$ cat src/rtl/fifo_rd_packer.sv
// Read-domain FIFO drain that packs `pack` consecutive words into one wide valid/ready beat.
// Optional partial-word flush is enabled with the FIFO_PACKER_FLUSH_EN macro.
module fifo_rd_packer #(
  parameter int data_width = 8,
  parameter int pack       = 4,
  parameter int cnt_width  = $clog2(pack) + 1
) (
  input  logic                         rclk,
  input  logic                         rrst,
  input  logic                         empty,
  output logic                         r_en,
  input  logic [data_width-1:0]        fifo_data,
  output logic                         m_valid,
  input  logic                         m_ready,
  output logic [data_width*pack-1:0]   m_data
`ifdef FIFO_PACKER_FLUSH_EN
  ,
  input  logic                         flush,
  output logic [cnt_width-1:0]         m_count
`endif
);

  localparam logic [cnt_width-1:0] pack_cnt = cnt_width'(pack);

  typedef enum logic {
    OUT_EMPTY = 1'b0,
    OUT_FULL  = 1'b1
  } out_state_t;

  out_state_t                  state;
  out_state_t                  state_next;
  logic                        pend;
  logic [cnt_width-1:0]        lane_cnt;
  logic [data_width*pack-1:0]  asm_data;
  logic [cnt_width:0]          in_use;
  logic                        full_word;
  logic                        read_ok;
  logic                        eligible;
  logic                        transfer;
`ifdef FIFO_PACKER_FLUSH_EN
  logic                        flush_req;
`endif

  // in_use counts captured lanes plus the read still in flight
  always_comb begin
    in_use    = {1'b0, lane_cnt} + {{cnt_width{1'b0}}, pend};
    full_word = (lane_cnt == pack_cnt);
`ifdef FIFO_PACKER_FLUSH_EN
    read_ok   = (in_use < {1'b0, pack_cnt}) && !flush_req;
    eligible  = full_word || (flush_req && !pend && (lane_cnt != {cnt_width{1'b0}}));
`else
    read_ok   = (in_use < {1'b0, pack_cnt});
    eligible  = full_word;
`endif
    transfer  = eligible && ((state == OUT_EMPTY) || m_ready);
    r_en      = !rrst && !empty && read_ok;
  end

  always_comb begin
    state_next = state;
    case (state)
      OUT_EMPTY: begin
        if (transfer) begin
          state_next = OUT_FULL;
        end else begin
          state_next = OUT_EMPTY;
        end
      end
      OUT_FULL: begin
        if (transfer) begin
          state_next = OUT_FULL;
        end else if (m_ready) begin
          state_next = OUT_EMPTY;
        end else begin
          state_next = OUT_FULL;
        end
      end
      default: state_next = OUT_EMPTY;
    endcase
  end

  always_ff @(posedge rclk or posedge rrst) begin
    if (rrst) begin
      state <= OUT_EMPTY;
    end else begin
      state <= state_next;
    end
  end

  assign m_valid = (state == OUT_FULL);

  // A transfer never coincides with a capture: eligibility requires no read in flight
  always_ff @(posedge rclk or posedge rrst) begin
    if (rrst) begin
      pend     <= 1'b0;
      lane_cnt <= {cnt_width{1'b0}};
      asm_data <= {(data_width*pack){1'b0}};
      m_data   <= {(data_width*pack){1'b0}};
    end else begin
      pend <= r_en;
      if (transfer) begin
        m_data   <= asm_data;
        asm_data <= {(data_width*pack){1'b0}};
        lane_cnt <= {cnt_width{1'b0}};
      end else if (pend) begin
        for (int i = 0; i < pack; i++) begin
          if (lane_cnt == cnt_width'(i)) begin
            asm_data[i*data_width +: data_width] <= fifo_data;
          end
        end
        lane_cnt <= lane_cnt + cnt_width'(1);
      end
    end
  end

`ifdef FIFO_PACKER_FLUSH_EN
  // A flush with a read in flight is remembered until that word lands
  always_ff @(posedge rclk or posedge rrst) begin
    if (rrst) begin
      flush_req <= 1'b0;
      m_count   <= {cnt_width{1'b0}};
    end else begin
      if (transfer) begin
        flush_req <= 1'b0;
        m_count   <= lane_cnt;
      end else if (flush && ((lane_cnt != {cnt_width{1'b0}}) || pend)) begin
        flush_req <= 1'b1;
      end
    end
  end
`endif

endmodule

$ cat config.mk
export PLATFORM = sky130hd
export DESIGN_NAME = fifo_rd_packer
export DESIGN_NICKNAME = d
export VERILOG_FILES = /design/src/rtl/fifo_rd_packer.sv
export SDC_FILE = /design/constraint.sdc
export NUM_CORES = 1
export LEC_CHECK = 0
export CORE_MARGIN = 2
export CORE_UTILIZATION = 35
export CTS_BUF_LIST = sky130_fd_sc_hd__clkbuf_8
export CTS_CLUSTER_SIZE = 40
export DETAILED_ROUTE_END_ITERATION = 6
export PLACE_DENSITY_LB_ADDON = 0.3
export SLEW_MARGIN = 40
export SYNTH_ARGS = -nofsm -noshare
export SYNTH_HDL_FRONTEND = slang
export SYNTH_SLANG_ARGS = --single-unit
$ cat constraint.sdc
create_clock -name rclk -period 2.5 [get_ports rclk]
set_input_delay 0.5 -clock rclk [delete_from_list [all_inputs] [get_ports rclk]]
set_output_delay 0.5 -clock rclk [all_outputs]
set_load 0.01 [all_outputs]
==> metrics, run 1 <==
status finished, final reports clean; worst skew pair latency ~0.34 ns; total grt overflow 0; synthesized flop and latch total 69; Area Overhead vs Synth 26.8%; post-DR wirelength/cell 14.1 um; final setup TNS 0 ns; DR vias 1686; Vias per Instance between 4 and 5; adder-cell share of the synthesized area around 2.2%; Seq/Total Area, Yosys between 60% and 70%; clk slew on worst S/H paths approximately 0.070 ns; crit path kind input port to output port; antenna diode count 0; Setup Buffers After CTS 0; post-synthesis simple-gate area fraction approximately 7.7%; unrepaired setup endpoints after global routing false; Residual DRC 0; Min-Delay Path Class flop to flop; # rows 32; GP Congestion a little under 0.7; DPL Wire Length between 3 and 4 mm; final setup fails 0; flop2flop setup slack 0.72 ns; design area ~0.0036 mm2; drt first-iter violations 94; P_leak 1.83 nW; Die Width approximately 94 um; Initial Util between 30% and 40%; Clock Sinks between 60 and 70; post-synthesis instance area roughly 0.0028 mm2; critical hold path startpoint m_data[9]; Yosys warning total 0; # IOs 46; layout cell share with drive strength beyond 1 between 10% and 20%; initial antenna violation count 0; crit start category input port; maxcap violations 0; Vert. Die Dim about 94 um; Arr. time, crit path approximately 1.9 ns; Post-Syn Instances 212; pwr/cell area between 1000 and 1500 mW/mm2; Worst-Margin Slew just over 0.6 ns; Max Fclk roughly 420 MHz; CTS buffer count 9; CTS H-Tree Depth 3; largest family of logic cells by synthesized area multiplexers; final hold vios 0; cts repair resizes 0; CTS root buffer clkbuf_8; WP data required approximately 2.0 ns; synth unique cells 22; first-pass GRT wire length approximately 8.3 mm; fin crit share 94.5%; Port-buffer cells 45; antenna-violating nets left 0; reg2reg start lane_cnt[0]; Clock Tree Buf Depth 2; Routed Wire Length between 5 and 6 mm; GRT Overall Usage roughly 13%; Final Max Slew Viols 0; die footprint around 0.009 mm2; Slew headroom 58.5%; min cycle time layout roughly 2.4 ns; vias in the first global route 1638; worst r2r path cells 6; Worst Hold End m_data[9]; Post-Synth XOR/XNOR Area less than 1%; largest net degree at the start of global routing 70; fin nets about 280; drt first pass iters 4; TritonCTS clock tree built; clk_skew 0.00602 ns; Critical Path Source rrst; complex-gate fraction of the synthesized area roughly 2.4%; worst vdd rail ir drop about 0.38 mV; Crit. End Element output port; core box area ~0.008 mm2; Worst Hold Path Cells 1; Max FO, Critical Path 2; FF-to-FF End m_data[4]; Mean Syn Cell Area roughly 13 um2; Synth Net Count 229; multiplexer share of the synthesized area between 20% and 30%; dpl cell area roughly 0.0033 mm2; Post-CTS Hold Fix Bufs 0
per-layer routing:
| layer | track usage (%) | vias to the layer above | share of wire, % |
|---|---|---|---|
| met2 | 17.6 | 37 | 44 |
| met5 | 0 | - | 0 |
| met1 | 18.2 | 831 | 50 |
| met4 | 7.25 | 0 | 1.7 |
| li1 | - | 808 | - |
| met3 | 2.42 | 10 | 3.4 |
final cells by class:
class	instances	area, um2
well taps	102	128
fillers	724	4200
flip-flops and latches	69	1730
multi-input cells	124	967
repair buffers	48	498
clock inverters	6	86.3
inverters	6	22.5
clock buffers	10	138
flip-flops by register name, indices dropped and copies added (netlist names):
| register | flops |
|---|---|
| asm_data | 32 |
| m_data | 32 |
| pend | 1 |
| lane_cnt | 3 |
| m_valid | 1 |
layout by cell type, fill, tap and decap left out, drive strengths merged, types with 6 or more instances in the layout:
master,netlist,layout
nor2,27,27
clkbuf,1,10
a21oi,9,9
inv,6,6
mux2i,25,25
mux2,32,32
dfrtp,69,69
clkdlybuf4s50,0,45
nand2,10,10
nand3,8,8
cell usage after synthesis:
cell	instances	share of area, %
nand3b_1	3	0.80
nor2_1	27	3.6
a211oi_1	1	0.27
buf_4	3	0.80
nand2_2	1	0.22
mux2_1	7	2.8
nand2_1	9	1.2
ha_1	5	2.2
mux2i_1	25	8.9
a21oi_1	8	1.4
nor4_1	1	0.22
mux2_2	25	10
nand3_1	8	1.4
dfrtp_1	69	61
buf_2	5	0.89
o21ai_0	1	0.18
inv_1	6	0.80
xnor2_1	1	0.31
a21oi_4	1	0.58
buf_6	4	1.6
clkbuf_1	1	0.13
and3_1	1	0.22
per-stage QoR:
step | instances | utilization [%] | hold WS [ns] | power (mW) | setup slack (ns)
finish | 365 | 45.9 | 0.489 | 3.96 | 0.137
global route | 365 | 45.9 | 0.513 | 4.21 | 0.0528
CTS | 365 | 45.9 | 0.494 | 4.02 | 0.115
detailed placement | 349 | 43.0 | 0.477 | 3.01 | 0.133
global placement | 349 | 43.0 | 0.471 | 2.98 | 0.167
floorplan | 212 | - | 0.464 | 2.50 | 0.260
kinds of logic after synthesis:
kind of cell	after synthesis
buffers and inverters	19
AND/OR/NAND/NOR	50
flip-flops	69
AO/OA/AOI/OAI	11
XOR/XNOR	1
multiplexers	57
adder cells (fa/ha/maj)	5
where the power goes:
part	switching, mW	internal (mW)
Combinational	0.571	0.702
Clock	0.413	0.587
Sequential	0.209	1.48
Total	1.19	2.77
critical path, cell delays in order:
cell,delay [ns]
clkdlybuf4s50_1,0.44
nor4_1,0.32
clkdlybuf4s50_1,0.60
worst max path at each step:
| stage | to | cells after the start |
|---|---|---|
| after global placement | r_en | 3 |
| after detailed placement | r_en | 3 |
| after global routing | r_en | 3 |
| final | r_en | 3 |
| after floorplan | asm_data[0] | 1 |
| after CTS | r_en | 3 |
No activity file was read; power rests on OpenSTA's default activity.
==> inputs of run 2 (changes only) <==
Settings changed: CELL_PAD_IN_SITES_DETAIL_PLACEMENT set to 0, CELL_PAD_IN_SITES_GLOBAL_PLACEMENT set to 1, TNS_END_PERCENT set to 10.
==> metrics, run 2 (synthesized netlist as in run 1, its figures left out) <==
status finished, final reports clean; maxcap violations 0 (unchanged); Arr. time, crit path 1.81 ns (-0.05 ns); unrepaired setup endpoints after global routing false; critical hold path startpoint m_data[17]; # rows 32 (unchanged); Hold WS 0.484 ns (-0.00502 ns); WP data required 2.00 ns (about the same); clk slew on worst S/H paths 0.07 ns (about the same); drt first pass iters 4 (unchanged); crit start category input port; Crit. End Element output port; final hold vios 0 (unchanged); vias in the first global route 1689 (+3.1%); Residual DRC 0 (unchanged); min cycle time layout 2.31 ns (-0.0517 ns); Critical Path Source rrst; fin nets 278 (+1.1%); Vias per Instance 4.62 (+0.12%); fin crit share 92.5% (-2.1 points); Die Width 93.6 um (unchanged); commonest non-fill, non-tap cell in the layout dfrtp_1; post-DR wirelength/cell 14.5 um (+2.9%); P_leak 1.82 nW (-0.50%); final setup fails 0 (unchanged); commonest non-fill, non-tap cells in the layout dfrtp_1 (69), clkdlybuf4s50_1 (45), nor2_1 (27); core box area 0.00777 mm2 (unchanged); CTS H-Tree Depth 3 (unchanged); DR vias 1688 (+0.12%); total grt overflow 0 (unchanged); Max FO, Critical Path 2 (unchanged); Clock Sinks 69 (unchanged); Post-CTS Hold Fix Bufs 0 (unchanged); Clock Tree Buf Depth 2 (unchanged); GP Congestion 0.728 (+6.5%); drt first-iter violations 86 (-8.5%); Area Overhead vs Synth 25.7%; top flop regs asm_data (32), m_data (32), lane_cnt (3); largest net degree at the start of global routing 49 (-30%); Routed Wire Length 5.29 mm (+2.9%); clk_skew 0.00777 ns (+0.00176 ns); Port-buffer cells 45 (unchanged); layout cell share with drive strength beyond 1 18.3% (+0.38 points); initial antenna violation count 0 (unchanged); worst skew pair latency 0.33 ns (about the same); crit path kind input port to output port; Min-Delay Path Class flop to flop; Slew headroom 59.0% (+0.47 points); pwr/cell area 1060 mW/mm2 (-4.3%); # IOs 46 (unchanged); Final Max Slew Viols 0 (unchanged); Max Fclk 433 MHz (+2.2%); final setup TNS 0 ns (unchanged); GRT Overall Usage 13.6% (+1.0 points); Worst Hold Path Cells 1 (unchanged); Initial Util 36.2% (unchanged); worst r2r path cells 6 (unchanged); Worst-Margin Slew 0.614 ns (-0.00705 ns); CTS root buffer clkbuf_8; reg2reg start lane_cnt[0]; CTS buffer count 9 (unchanged); worst vdd rail ir drop 0.418 mV (+9.9%); TritonCTS clock tree built; DPL Wire Length 3.55 mm (+9.4%); antenna-violating nets left 0 (unchanged); die footprint 0.00877 mm2 (unchanged); antenna diode count 0 (unchanged); Vert. Die Dim 93.6 um (unchanged); first-pass GRT wire length 8.96 mm (+7.8%)
## run 2: cell types whose count changed in the layout (fill, tap and decap cells not counted)
| cell | previous run | this run |
|---|---|---|
| nor4_1 | 1 | 0 |
| buf_4 | 1 | 3 |
| buf_12 | 2 | 3 |
| nor4_2 | 0 | 1 |
| clkinvlp_4 | 1 | 0 |
| bufinv_16 | 2 | 0 |
| clkinv_4 | 1 | 0 |
| clkinv_2 | 2 | 3 |
## run 2: stage by stage
stage / std cells / utilization [%] / total power [mW] / worst slack (ns) / cell area, um2
after global placement: 352 / 43.5 / 3.03 / 0.178 / 3380
after floorplan: 212 / - / 2.50 / 0.260 / 2810
final: 365 / 45.5 / 3.76 / 0.189 / 3540
after CTS: 365 / 45.4 / 3.82 / 0.130 / 3530
after detailed placement: 352 / 43.5 / 3.06 / 0.130 / 3380
after global routing: 365 / 45.5 / 4.04 / 0.0808 / 3540
## run 2: area by class of cell
class | instances | area (um2)
clock buffers | 10 | 138
clock inverters | 3 | 15.0
fillers | 751 | 4230
inverters | 6 | 22.5
multi-input cells | 124 | 973
flip-flops and latches | 69 | 1730
well taps | 102 | 128
repair buffers | 51 | 533
## run 2: what timing repair did
item	4_1_cts	5_1_grt
setup buffers	0	0
endpoints found under the setup margin	0	1
resized for setup	0	1
## run 2: critical path: stages
cell and delay [ns]:
clkdlybuf4s50_1 0.45, nor4_2 0.27, clkdlybuf4s50_1 0.60
## run 2: report_power, final
part	switching, mW	internal (mW)	leakage [nW]
sequential	0.213	1.48	0.942
clock	0.380	0.365	0.0836
combinational	0.583	0.738	0.793
total	1.18	2.59	1.82
## run 2: final timing paths
kind	end	slack, ns
setup reg to reg	m_data[6]	0.66
setup / recovery	r_en	0.19
max in group asynchronous	m_data[29]	1.67
min in group asynchronous	asm_data[15]	0.58
hold / removal	m_data[17]	0.48
hold reg to reg	m_data[17]	0.48
## run 2: per-layer routing
layer	part of all wire (%)	GRT usage (%)
met1	50	19.5
met2	46	19.5
met4	1.5	6.52
met5	0	0
met3	2.9	3.14
==> RTL edit 1: new RTL, settings of run 1 <==
Build with the macro `FIFO_PACKER_FLUSH_EN` defined.
--- a/src/rtl/fifo_rd_packer.sv
+++ b/src/rtl/fifo_rd_packer.sv
@@ -1,4 +1,6 @@
 // Read-domain FIFO drain that packs `pack` consecutive words into one wide valid/ready beat.
 // Optional partial-word flush is enabled with the FIFO_PACKER_FLUSH_EN macro.
+`define FIFO_PACKER_FLUSH_EN
+
 module fifo_rd_packer #(
   parameter int data_width = 8,
Interface: changed (added flush and m_count); port bits go from 46 to 50. The function was not compared with the original's and may differ.
==> RTL edit 1 against run 1 <==
- worst setup slack got worse by 25 ps
- sequential cell count increased by 4
- critical path depth increased by 1
- wire length increased by 11%
- non-clock buffer count increased by 8
- final area increased by 6.6%
- total power decreased by 1.3%
- synthesized area increased by 5.6%
- critical path type unchanged
- largest cell class unchanged
- largest power group unchanged
==> RTL edit 1: results (changes against run 1) <==
- The number of nets produced by synthesis was 240 (+4.8%).
- The critical path arrival was 1890 ps (+30 ps).
* Cells after synthesis: 222 (+4.7%)
- The post-route clock skew is 10.07 ps (+4.057 ps).
- The run finished with clean final reports.
- Port bufs: 49 (+8.9%)
- The headroom to the max-slew limit was 59.80% (+1.3 points).
- Yosys attributes the largest share of cell area to sky130_fd_sc_hd__dfrtp_1, sky130_fd_sc_hd__mux2_2, sky130_fd_sc_hd__mux2i_1.
* Instance count after placement with tap cells included: 370 (+6.0%)
- The global-route track usage on met2 was 20.08% (+2.5 points).
- The peak supply drop is 0.5594 mV (+47%).
* Iter 0 DRT Violations: 64 (-32%)
* Number of distinct library cells after synthesis: 24 (+9.1%)
- The share of post-route cells with drive strength above 1 was 21.35% (+3.5 points).
- Top Registers: asm_data (32), m_data (32)
* Final Cycle Share: 95.50% (+0.98 points)
- Post-synth top cells: sky130_fd_sc_hd__dfrtp_1, sky130_fd_sc_hd__mux2_2, sky130_fd_sc_hd__nor2_1, sky130_fd_sc_hd__mux2i_1, sky130_fd_sc_hd__nand2_1
- The sum of net half-perimeters after detailed placement was 3789 um (+17%).
- Setup WS pre-CTS: -201.9 ps (-334.5 ps)
- Post-Route WL: 5709 um (+11%)
- GRT Overall Usage: 13.68% (+1.1 points)
- GP Congestion: 0.7565 (+11%)
* Via count of the first global-routing pass: 1,778 (+8.5%)
- The maximum number of pins on one net before global-route repair is 50 (-29%).
* M3 GR Usage: 2.662% (+0.25 points)
* Wire length of the first global-routing pass: 9239 um (+11%)
* Fin nets: 294 (+6.9%)
[RTL edit 1: changes by cell type after synthesis, sizes merged, moves of 2 or more]
cell | before | now
dfrtp | 69 | 73
mux2 | 32 | 35
buf | 12 | 10
clkbuf | 1 | 3
inv | 6 | 4
or3b | 0 | 2
[RTL edit 1: worst paths after layout]
check	startpoint	end	depth (start not counted)	slack, ps
min	m_data[0]	m_data[0]	1	490
min reg2reg	m_data[0]	m_data[0]	1	490
max reg2reg	lane_cnt[0]	m_data[8]	6	260
max	rrst	r_en	4	110
min in group asynchronous	rrst	asm_data[6]	3	660
max in group asynchronous	rrst	asm_data[31]	4	1280
[RTL edit 1: cells by family (layout without fill, tap and decap cells)]
group / Yosys count / after routing / synth area share, %
adders and majority gates: 5 / 5 / 2.106
and+or+nand+nor: 54 / 54 / 8.299
buffers and inverters: 17 / 76 / 3.580
xor gates and xnor gates: 1 / 1 / 0.2949
AOI/OAI and AO/OA: 12 / 12 / 2.528
muxes: 60 / 60 / 21.69
DFF: 73 / 73 / 61.50
[RTL edit 1: metrics by stage]
step	TNS, ps	area, um2	power (uW)	hold WS [ps]
after floorplan	0	2970	2511	464.0
after global placement	-148.1	3591	2950	469.3
after detailed placement	-201.9	3591	2967	478.3
after CTS	0	3800	3967	495.2
after global routing	0	3800	4154	526.5
final	0	3800	3910	489.6
[RTL edit 1: routing by layer]
metal | share of wire [%] | routed length, um
met5 | 0 | 0
met4 | 2.7 | 153
met3 | 3.7 | 209
met2 | 46 | 2611
met1 | 48 | 2733
[RTL edit 1: report_power, final]
part	switching, uW	leakage [uW]	internal [uW]
sequential	161	0.00100	1460
combinational	612	0.000822	692
clock	430	0.000110	553
total	1200	0.00193	2710
[RTL edit 1: final cells by class]
type	count	area, um2	area share (%)
Clock buffer	9	123.9	3.260
Sequential cell	73	1827	48.07
Tap cell	105	131.4	3.457
Clock inverter	7	86.33	2.272
Multi-Input combinational cell	132	1037	27.30
Inverter	4	15.01	0.3951
Timing Repair Buffer	56	579.3	15.25
[RTL edit 1: what timing repair did]
| item | CTS | global route |
|---|---|---|
| setup endpoints to repair | 1 | 0 |
| gates resized for setup | 1 | 0 |
| hold endpoints to repair | 0 | 0 |
[RTL edit 1: critical path: stages]
cell and delay, ps:
sky130_fd_sc_hd__clkdlybuf4s50_1 420, sky130_fd_sc_hd__or4_1 500, sky130_fd_sc_hd__a31oi_1 180, sky130_fd_sc_hd__dlygate4sd2_1 290
==> RTL edit 2: new RTL, config.mk and constraints of run 1 <==
Without the edit above. The parameter `pack` goes from 4 to 8.
--- a/src/rtl/fifo_rd_packer.sv
+++ b/src/rtl/fifo_rd_packer.sv
@@ -3,5 +3,5 @@
 module fifo_rd_packer #(
   parameter int data_width = 8,
-  parameter int pack       = 4,
+  parameter int pack       = 8,
   parameter int cnt_width  = $clog2(pack) + 1
 ) (
Ports: changed (resized m_data); port bits go from 46 to 78. No check against the original RTL was run, so the function may have changed too.
==> RTL edit 2 against run 1 <==
- largest power group unchanged
- total power rose by 92%
- utilization is 1.7 points lower
- global-route usage is 2.3 points higher
- wire length grew 120%
- sequential cell count is 65 higher
- worst setup slack better by 220 ps
- non-clock buffer count up 39
- synthesized area rose by 96%
- final area up 89%
==> RTL edit 2: results (changes against run 1) <==
- The worst reg-to-reg setup slack is 520 ps (-200 ps).
- The number of filler cells placed in the layout came to 1,422 (+96%).
- Number of buffers inserted during clock tree synthesis: 17 (+8)
* Maximum number of pins on one net before global-route repair: 135 (+93%)
* GRT Overall Usage: 14.91% (+2.3 points)
- Routed wl met3: 430 um (+140%)
- The share of post-route cells with drive strength above 1 came to 21.02% (+3.2 points).
- The number of buffer cells added on primary ports is 77 (+71%).
- The reported net switching power is 2333 uW (+95%).
- The combinational power was 2620 uW (+110%).
- The average via count per standard cell was 4.639 (+0.43%).
- Power per Cell Area: 1128 nW/um2 (+1.5%)
- Iter 0 DRT Violations: 166 (+77%)
- Run status: complete, no violations
- The met3 capacity usage during global routing came to 3.757% (+1.3 points).
- Post-Route WL: 11,450 um (+120%)
- Wire length of the first global-routing pass: 18,640 um (+120%)
* DP Area: 6435 um2 (+93%)
- Routed length on met2: 5544 um (+140%)
- The global-route track usage on met2 came to 23.87% (+6.2 points).
- The detailed-route wire length per cell was 15.90 um (+13%).
* Worst IR Drop VDD: 0.5490 mV (+44%)
* Net Count, Synth: 443 (+93%)
- Fin nets: 515 (+87%)
- Number of cells upsized or downsized after cts: 2 (+2)
- Top Registers: asm_data (64), m_data (64), lane_cnt (4)
- The final weighted congestion in routability-driven placement came to 0.7188 (+5.3%).
- The headroom to the max-slew limit is 50.99% (-7.5 points).
- The number of placed instances, taps included was 691 (+98%).
- The post-route clock skew came to 6.861 ps (+0.8450 ps).
RTL edit 2: layout make-up:
type / count / area, um2 / share of cell area (%)
flip-flops and latches: 134 / 3353 / 49.70
multi-input cells: 255 / 1922 / 28.49
repair buffers: 87 / 882.1 / 13.07
well taps: 211 / 264.0 / 3.913
clock buffers: 19 / 261.5 / 3.876
clock inverters: 10 / 45.04 / 0.6677
inverters: 4 / 18.77 / 0.2782
RTL edit 2: worst min path at each step:
stage / cells past startpoint / endpoint / from / slack, ps
floorplan: 1 / m_data[12] / asm_data[12] / 480
global placement: 1 / m_data[17] / asm_data[17] / 490
detailed placement: 1 / m_data[3] / asm_data[3] / 490
CTS: 1 / m_data[17] / asm_data[17] / 510
global route: 1 / pend / lane_cnt[3] / 510
finish: 1 / pend / lane_cnt[3] / 500
RTL edit 2: through the flow:
stage	setup TNS, ps	worst slack (ps)
detailed placement	-6.501	-6.501
CTS	0	289.4
floorplan	0	334.8
global placement	0	148.7
finish	0	355.9
global route	0	252.4
RTL edit 2: cells by family (layout without fill, tap and decap cells):
group	Yosys count	count (layout)	synth area share, %
and+or+nand+nor	118	118	9.707
buffers and inverters	38	120	4.637
AOI/OAI and AO/OA	33	33	3.069
adders and majority gates	4	4	0.9093
muxes	97	97	20.28
DFF	134	134	60.92
xor gates and xnor gates	3	3	0.4775
RTL edit 2: critical path, cell delays in order (launching register included):
cell and delay [ps]:
sky130_fd_sc_hd__dfrtp_1 410, sky130_fd_sc_hd__and4_1 270, sky130_fd_sc_hd__nor4_2 210, sky130_fd_sc_hd__dlygate4sd2_1 310
